--- src/rtl/rv32i_opcodes_pkg.sv ---
// Shared RV32I load/store encodings, LSU state type and access legality helpers.
package rv32i_opcodes;

  typedef enum logic [2:0] {
    LS_B  = 3'b000,
    LS_H  = 3'b001,
    LS_W  = 3'b010,
    LS_BU = 3'b100,
    LS_HU = 3'b101
  } mem_size_t;

  typedef enum logic [1:0] {
    IDLE  = 2'd0,
    REQ   = 2'd1,
    RESP  = 2'd2,
    FAULT = 2'd3
  } lsu_state_t;

  // Loads reject 011/110/111; stores only define 000..010.
  function automatic logic ls_is_illegal(input logic is_store, input logic [2:0] funct3);
    if (is_store) return (funct3 > 3'b010);
    return (funct3 == 3'b011) || (funct3[2:1] == 2'b11);
  endfunction

  function automatic logic ls_is_misaligned(input logic [2:0] funct3, input logic [1:0] off);
    case (funct3[1:0])
      2'b01:   return off[0];
      2'b10:   return |off;
      default: return 1'b0;
    endcase
  endfunction

endpackage

--- src/rtl/load_store_unit_load_align.sv ---
// Byte-lane select and sign/zero extension of a raw 32-bit read word.
module lsu_load_align
  import rv32i_opcodes::*;
(
  input  logic [31:0] i_rdata,
  input  logic [1:0]  i_off,
  input  mem_size_t   i_funct3,
  output logic [31:0] o_data_c
);

  logic [7:0]  w_byte;
  logic [15:0] w_half;

  assign w_byte = i_rdata[{i_off, 3'b000} +: 8];
  assign w_half = i_rdata[{i_off[1], 4'b0000} +: 16];

  always_comb begin
    o_data_c = i_rdata;
    case (i_funct3)
      LS_B:    o_data_c = {{24{w_byte[7]}}, w_byte};
      LS_BU:   o_data_c = {24'h00_0000, w_byte};
      LS_H:    o_data_c = {{16{w_half[15]}}, w_half};
      LS_HU:   o_data_c = {16'h0000, w_half};
      default: o_data_c = i_rdata;
    endcase
  end

endmodule

--- src/rtl/load_store_unit.sv ---
// RV32I load/store unit: req/gnt/rvalid bus master with alignment, legality and timeout checks.
module load_store_unit
  import rv32i_opcodes::*;
#(
  parameter int unsigned WIDTH          = 32,
  parameter int unsigned TIMEOUT_CYCLES = 255
) (
  input  logic             clk,
  input  logic             rst_n,
  input  logic             req_valid,
  output logic             req_ready,
  input  logic             req_is_store,
  input  logic [2:0]       req_funct3,
  input  logic [WIDTH-1:0] req_addr,
  input  logic [WIDTH-1:0] req_wdata,
  output logic             mem_req,
  output logic             mem_we,
  output logic [WIDTH-1:0] mem_addr,
  output logic [3:0]       mem_be,
  output logic [WIDTH-1:0] mem_wdata,
  input  logic             mem_gnt,
  input  logic             mem_rvalid,
  input  logic [WIDTH-1:0] mem_rdata,
  output logic             done,
  output logic [WIDTH-1:0] mem_rd_data,
  output logic             exc_misalign,
  output logic             exc_illegal,
  output logic             bus_err
);

  localparam int unsigned CNT_W = $clog2(TIMEOUT_CYCLES + 1);

  if (WIDTH != 32) begin : g_width_chk
    $error("load_store_unit: only WIDTH=32 is supported");
  end
  if (TIMEOUT_CYCLES < 1) begin : g_timeout_chk
    $error("load_store_unit: TIMEOUT_CYCLES must be >= 1");
  end

  lsu_state_t       r_state, w_state_nxt;
  logic [CNT_W-1:0] r_cnt, w_cnt_nxt;
  logic             w_last;

  logic             r_is_store;
  mem_size_t        r_funct3;
  logic [1:0]       r_off;
  logic             r_req_ready, r_mem_req, r_mem_we;
  logic [WIDTH-1:0] r_mem_addr, r_mem_wdata, r_rd_data;
  logic [3:0]       r_mem_be;
  logic             r_done, r_exc_misalign, r_exc_illegal, r_bus_err;

  logic             w_illegal, w_misalign, w_latch, w_load_upd;
  logic             w_done_nxt, w_mis_nxt, w_ill_nxt, w_berr_nxt;
  logic [3:0]       w_be;
  logic [WIDTH-1:0] w_wdata, w_load_data;

  assign w_illegal  = ls_is_illegal(req_is_store, req_funct3);
  assign w_misalign = ls_is_misaligned(req_funct3, req_addr[1:0]);
  assign w_last     = (r_cnt == CNT_W'(TIMEOUT_CYCLES - 1));

  // Store lane replication and byte enables; loads reuse the same enables.
  always_comb begin
    w_be    = 4'b1111;
    w_wdata = req_wdata;
    case (req_funct3[1:0])
      2'b00: begin
        w_be    = 4'b0001 << req_addr[1:0];
        w_wdata = {4{req_wdata[7:0]}};
      end
      2'b01: begin
        w_be    = 4'b0011 << req_addr[1:0];
        w_wdata = {2{req_wdata[15:0]}};
      end
      default: begin
        w_be    = 4'b1111;
        w_wdata = req_wdata;
      end
    endcase
  end

  lsu_load_align u_load_align (
    .i_rdata  (mem_rdata),
    .i_off    (r_off),
    .i_funct3 (r_funct3),
    .o_data_c (w_load_data)
  );

  always_ff @(posedge clk or negedge rst_n) begin
    if (!rst_n) begin
      r_state <= IDLE;
      r_cnt   <= '0;
    end else begin
      r_state <= w_state_nxt;
      r_cnt   <= w_cnt_nxt;
    end
  end

  // Next state plus next values of the registered status pulses.
  always_comb begin
    w_state_nxt = r_state;
    w_cnt_nxt   = r_cnt;
    w_latch     = 1'b0;
    w_load_upd  = 1'b0;
    w_done_nxt  = 1'b0;
    w_mis_nxt   = 1'b0;
    w_ill_nxt   = 1'b0;
    w_berr_nxt  = 1'b0;
    case (r_state)
      IDLE: begin
        if (req_valid) begin
          if (w_illegal) begin
            w_state_nxt = FAULT;
            w_ill_nxt   = 1'b1;
          end else if (w_misalign) begin
            w_state_nxt = FAULT;
            w_mis_nxt   = 1'b1;
          end else begin
            w_state_nxt = REQ;
            w_cnt_nxt   = '0;
            w_latch     = 1'b1;
          end
        end
      end
      REQ: begin
        if (mem_gnt) begin
          w_state_nxt = RESP;
          w_cnt_nxt   = '0;
        end else if (w_last) begin
          w_state_nxt = IDLE;
          w_berr_nxt  = 1'b1;
        end else begin
          w_cnt_nxt = r_cnt + CNT_W'(1);
        end
      end
      RESP: begin
        if (mem_rvalid) begin
          w_state_nxt = IDLE;
          w_done_nxt  = 1'b1;
          w_load_upd  = !r_is_store;
        end else if (w_last) begin
          w_state_nxt = IDLE;
          w_berr_nxt  = 1'b1;
        end else begin
          w_cnt_nxt = r_cnt + CNT_W'(1);
        end
      end
      FAULT:   w_state_nxt = IDLE;
      default: w_state_nxt = IDLE;
    endcase
  end

  always_ff @(posedge clk or negedge rst_n) begin
    if (!rst_n) begin
      r_req_ready    <= 1'b1;
      r_mem_req      <= 1'b0;
      r_done         <= 1'b0;
      r_exc_misalign <= 1'b0;
      r_exc_illegal  <= 1'b0;
      r_bus_err      <= 1'b0;
      r_rd_data      <= '0;
      r_is_store     <= 1'b0;
      r_funct3       <= LS_B;
      r_off          <= 2'b00;
      r_mem_we       <= 1'b0;
      r_mem_addr     <= '0;
      r_mem_be       <= 4'b0000;
      r_mem_wdata    <= '0;
    end else begin
      r_req_ready    <= (w_state_nxt == IDLE);
      r_mem_req      <= (w_state_nxt == REQ);
      r_done         <= w_done_nxt;
      r_exc_misalign <= w_mis_nxt;
      r_exc_illegal  <= w_ill_nxt;
      r_bus_err      <= w_berr_nxt;
      if (w_load_upd) r_rd_data <= w_load_data;
      if (w_latch) begin
        r_is_store  <= req_is_store;
        r_funct3    <= mem_size_t'(req_funct3);
        r_off       <= req_addr[1:0];
        r_mem_we    <= req_is_store;
        r_mem_addr  <= {req_addr[WIDTH-1:2], 2'b00};
        r_mem_be    <= w_be;
        r_mem_wdata <= w_wdata;
      end
    end
  end

  assign req_ready    = r_req_ready;
  assign mem_req      = r_mem_req;
  assign mem_we       = r_mem_we;
  assign mem_addr     = r_mem_addr;
  assign mem_be       = r_mem_be;
  assign mem_wdata    = r_mem_wdata;
  assign done         = r_done;
  assign mem_rd_data  = r_rd_data;
  assign exc_misalign = r_exc_misalign;
  assign exc_illegal  = r_exc_illegal;
  assign bus_err      = r_bus_err;

endmodule

--- config.mk ---
export PLATFORM = sky130hd
export DESIGN_NAME = load_store_unit
export DESIGN_NICKNAME = d
export VERILOG_FILES = /design/src/rtl/rv32i_opcodes_pkg.sv /design/src/rtl/load_store_unit_load_align.sv /design/src/rtl/load_store_unit.sv
export SDC_FILE = /design/constraint.sdc
export NUM_CORES = 1
export LEC_CHECK = 0
export ABC_AREA = 1
export CELL_PAD_IN_SITES_DETAIL_PLACEMENT = 1
export CELL_PAD_IN_SITES_GLOBAL_PLACEMENT = 1
export CORE_MARGIN = 10
export CORE_UTILIZATION = 31
export CTS_BUF_LIST = sky130_fd_sc_hd__clkbuf_16
export DETAILED_ROUTE_END_ITERATION = 8
export PLACE_DENSITY = 0.87
export SLEW_MARGIN = 20
export SYNTH_ARGS = -nofsm -noshare
export SYNTH_HDL_FRONTEND = slang
export SYNTH_SLANG_ARGS = --single-unit
--- constraint.sdc ---
create_clock -name clk -period 2.6 [get_ports clk]
set_clock_uncertainty 0.05 [all_clocks]
set_input_delay 0.26 -clock clk [delete_from_list [all_inputs] [get_ports clk]]
set_output_delay 0.26 -clock clk [all_outputs]
set_load 0.02 [all_outputs]
==> impl_metrics.env <==
export IMPL_portBuffers=209
export IMPL_worstPathRequired_ns=2.86
export IMPL_slew_viol_final=0
export IMPL_regToRegSetupSlack_ns=0.50
export IMPL_clk_pin_slew_worst_paths_ns=0.05
export IMPL_synth_edff_count=0
export IMPL_ys_warnings_count=0
export IMPL_fin_tns_setup_ns=0
export IMPL_wl_per_cell_um=17.8
export IMPL_worst_hold_slack_ns=0.330
export IMPL_powerDensity_nw_per_um2=1190
export IMPL_nets=1135
export IMPL_fill_cells=2381
export IMPL_use_met2_pct=31.1
export IMPL_ys_seq_area_share_pct=48.5
export IMPL_cts_made_buffers=17
export IMPL_rsz0062_at_grt="false"
export IMPL_fp_dieH_um=161
export IMPL_path_class="reg -> reg"
export IMPL_drt_iter0_drc=289
export IMPL_max_freq_mhz=477
export IMPL_grtUsageTotal_pct=17.8
export IMPL_reg2reg_depth=9
export IMPL_vias=6112
export IMPL_r2r_start="r_state[0]"
export IMPL_routabilityCongestion=0.856
export IMPL_syn_to_final_growth_pct=46.4
export IMPL_synth_flop_cell="dfrtp_1"
export IMPL_hp_start="req_addr[17]"
export IMPL_synthDominantCellAreaShare_pct=48.0
export IMPL_row_count=51
export IMPL_synth_area_top_cells="dfrtp_1 (48%), nand2_1 (20%), inv_1 (4.7%)"
export IMPL_hold_end="mem_addr[17]"
export IMPL_overflow=0
export IMPL_grt_busiest_layer="met2"
export IMPL_synth_avg_cell_area_um2=7.64
export IMPL_synth_common_cells="nand2_1 (328), dfrtp_1 (119), inv_1 (77)"
export IMPL_tritoncts="yes"
export IMPL_cts_resized=0
export IMPL_ys_ff_latch=120
export IMPL_setup_violations=0
export IMPL_root_buffer="clkbuf_16"
export IMPL_antenna_found_initial=1
export IMPL_drc=0
export IMPL_wl_um=23000
export IMPL_min_path_type="in -> reg"
export IMPL_endpoint_kind="flop"
export IMPL_die_area_um2=26100
export IMPL_grt_max_degree=67
export IMPL_slew_headroom_pct=55.9
export IMPL_use_met1_pct=21.0
export IMPL_dp_hpwl_um=17600
export IMPL_synthArstFlopShare_pct=100
export IMPL_worstPathMaxFanout=21
export IMPL_insertion_delay_ns=0.41
export IMPL_post_route_period_util_pct=80.7
export IMPL_finalCriticalPeriod_ns=2.10
export IMPL_die_w_um=161
export IMPL_dp_cells=1264
export IMPL_min_path_cells=3
export IMPL_multi_input_area_um2=2660
export IMPL_drive_gt1_share_pct=8.55
export IMPL_yosysTopAreaCell="dfrtp_1"
export IMPL_firstDrtPassIters=4
export IMPL_leakage_nw=4.47
export IMPL_yosys_cell_types_count=36
export IMPL_status="completed"
export IMPL_synth_cells=811
export IMPL_cap_violations=0
export IMPL_hold_viol_final=0
export IMPL_core_area_um2=19600
export IMPL_finalNonFillerCells=1295
export IMPL_worst_slew_pin_slew_ns=0.662
export IMPL_grt_pass1_wl_um=37300
export IMPL_met3_usage_pct=5.49
export IMPL_synth_most_common_cell="nand2_1"
export IMPL_peakVddDrop_mv=0.630
export IMPL_io_pins=212
export IMPL_antenna_left=0
export IMPL_reg2reg_to="mem_rd_data[17]"
export IMPL_cts_sinks=120
export IMPL_cts_max_path_buffers=2
export IMPL_vias_per_cell=4.72
export IMPL_grt_pass1_vias=6649
export IMPL_initial_utilization_pct=31.6
export IMPL_startpoint_type="flop"
export IMPL_seq_area_um2=3000
export IMPL_cts_htree_levels=4
export IMPL_critical_path_arrival_ns=2.36
export IMPL_synth_cell_area_um2=6200
## worst max path at each step
stage                              from               to  slack, ns  depth (start not counted)
after floorplan              r_state[0]  mem_rd_data[27]       0.90                         10
after global placement    req_funct3[1]    mem_wdata[13]       0.40                          9
after detailed placement  req_funct3[1]    mem_wdata[21]       0.29                          7
after CTS                    r_state[0]  mem_rd_data[17]       0.45                          9
after global routing         r_state[0]  mem_rd_data[17]       0.33                          9
final                        r_state[0]  mem_rd_data[17]       0.50                          9
## cells by family (layout without fill, tap and decap cells)
| kind of cell | Yosys count | after routing | share of synthesized area (%) |
|---|---|---|---|
| AOI/OAI and AO/OA | 121 | 121 | 10.2 |
| xor gates and xnor gates | 1 | 1 | 0.141 |
| adders and majority gates | 11 | 11 | 2.22 |
| buffers and inverters | 117 | 334 | 8.78 |
| DFF | 120 | 120 | 48.5 |
| other | 1 | 3 | 0.0605 |
| and+or+nand+nor | 440 | 440 | 30.2 |
## registers in the layout (all words and copies together) (netlist names)
| register | count |
|---|---|
| mem_rd_data | 32 |
| mem_wdata | 32 |
| mem_addr | 30 |
| r_cnt | 8 |
| mem_be | 4 |
| r_funct3 | 3 |
| r_off | 2 |
| r_state | 2 |
| bus_err | 1 |
| done | 1 |
| exc_illegal | 1 |
| exc_misalign | 1 |
| mem_req | 1 |
| mem_we | 1 |
| req_ready | 1 |
## power breakdown
group | switching [mW] | internal [mW] | leakage (nW)
logic | 3.06 | 2.30 | 2.72
registers | 0.584 | 2.72 | 1.49
clock network | 0.834 | 1.27 | 0.257
total | 4.48 | 6.30 | 4.47
## metal layers
layer | up-vias | wire length, µm
met5 | - | 0
met4 | 0 | 252
met3 | 20 | 1360
met2 | 140 | 11700
met1 | 3004 | 9740
li1 | 2948 | -
## placed cells by master, fill, tap and decap left out, drive strengths merged, types with 2 or more instances in the layout
cell and n:
clkbuf 17, conb 2, clkinvlp 2, nor2 36, o21ai 57, inv 80, buf 15, a31oi 4
dfrtp 119, a21oi 51, o211ai 2, or2 19, nand4 2, ha 11, clkdlybuf4s50 208, clkinv 10
o22ai 4, nor3 4, nand3 45, nand2 334
## worst max-delay path: stages, from the launching register on
cell,delay [ns]
dfrtp_1,0.41
inv_1,0.12
ha_1,0.23
nand2_1,0.08
inv_1,0.08
nand2_4,0.20
inv_1,0.31
or2_2,0.38
nand2_1,0.07
inv_1,0.05
## timing repair
action | in CTS | in global routing
buffers inserted | 0 | 0
hold buffers | 1 | 0
setup endpoints to repair | 0 | 0
endpoints found under the hold margin | 42 | 0
## area by class of cell
cell class                 instances  share of cell area, %
antenna                            1                 0.0276
clock buffer                      17                   4.69
clock inverter                    12                  0.979
inverter                          81                   3.35
multi-input combinational        575                   29.4
sequential                       120                   33.1
tap                              265                   3.65
timing repair buffer             224                   24.8
## metrics by stage
stage                     util (%)  power [mW]  cell area (µm²)  worst slack [ns]
after floorplan                  -        6.16             6200             0.904
after global placement        43.6        8.55             8550             0.397
after detailed placement      43.6        8.76             8550             0.287
after CTS                     46.3        10.9             9070             0.447
after global routing          46.3        11.6             9070             0.332
final                         46.3        10.8             9070             0.502
(Power assumes the default switching activity.)
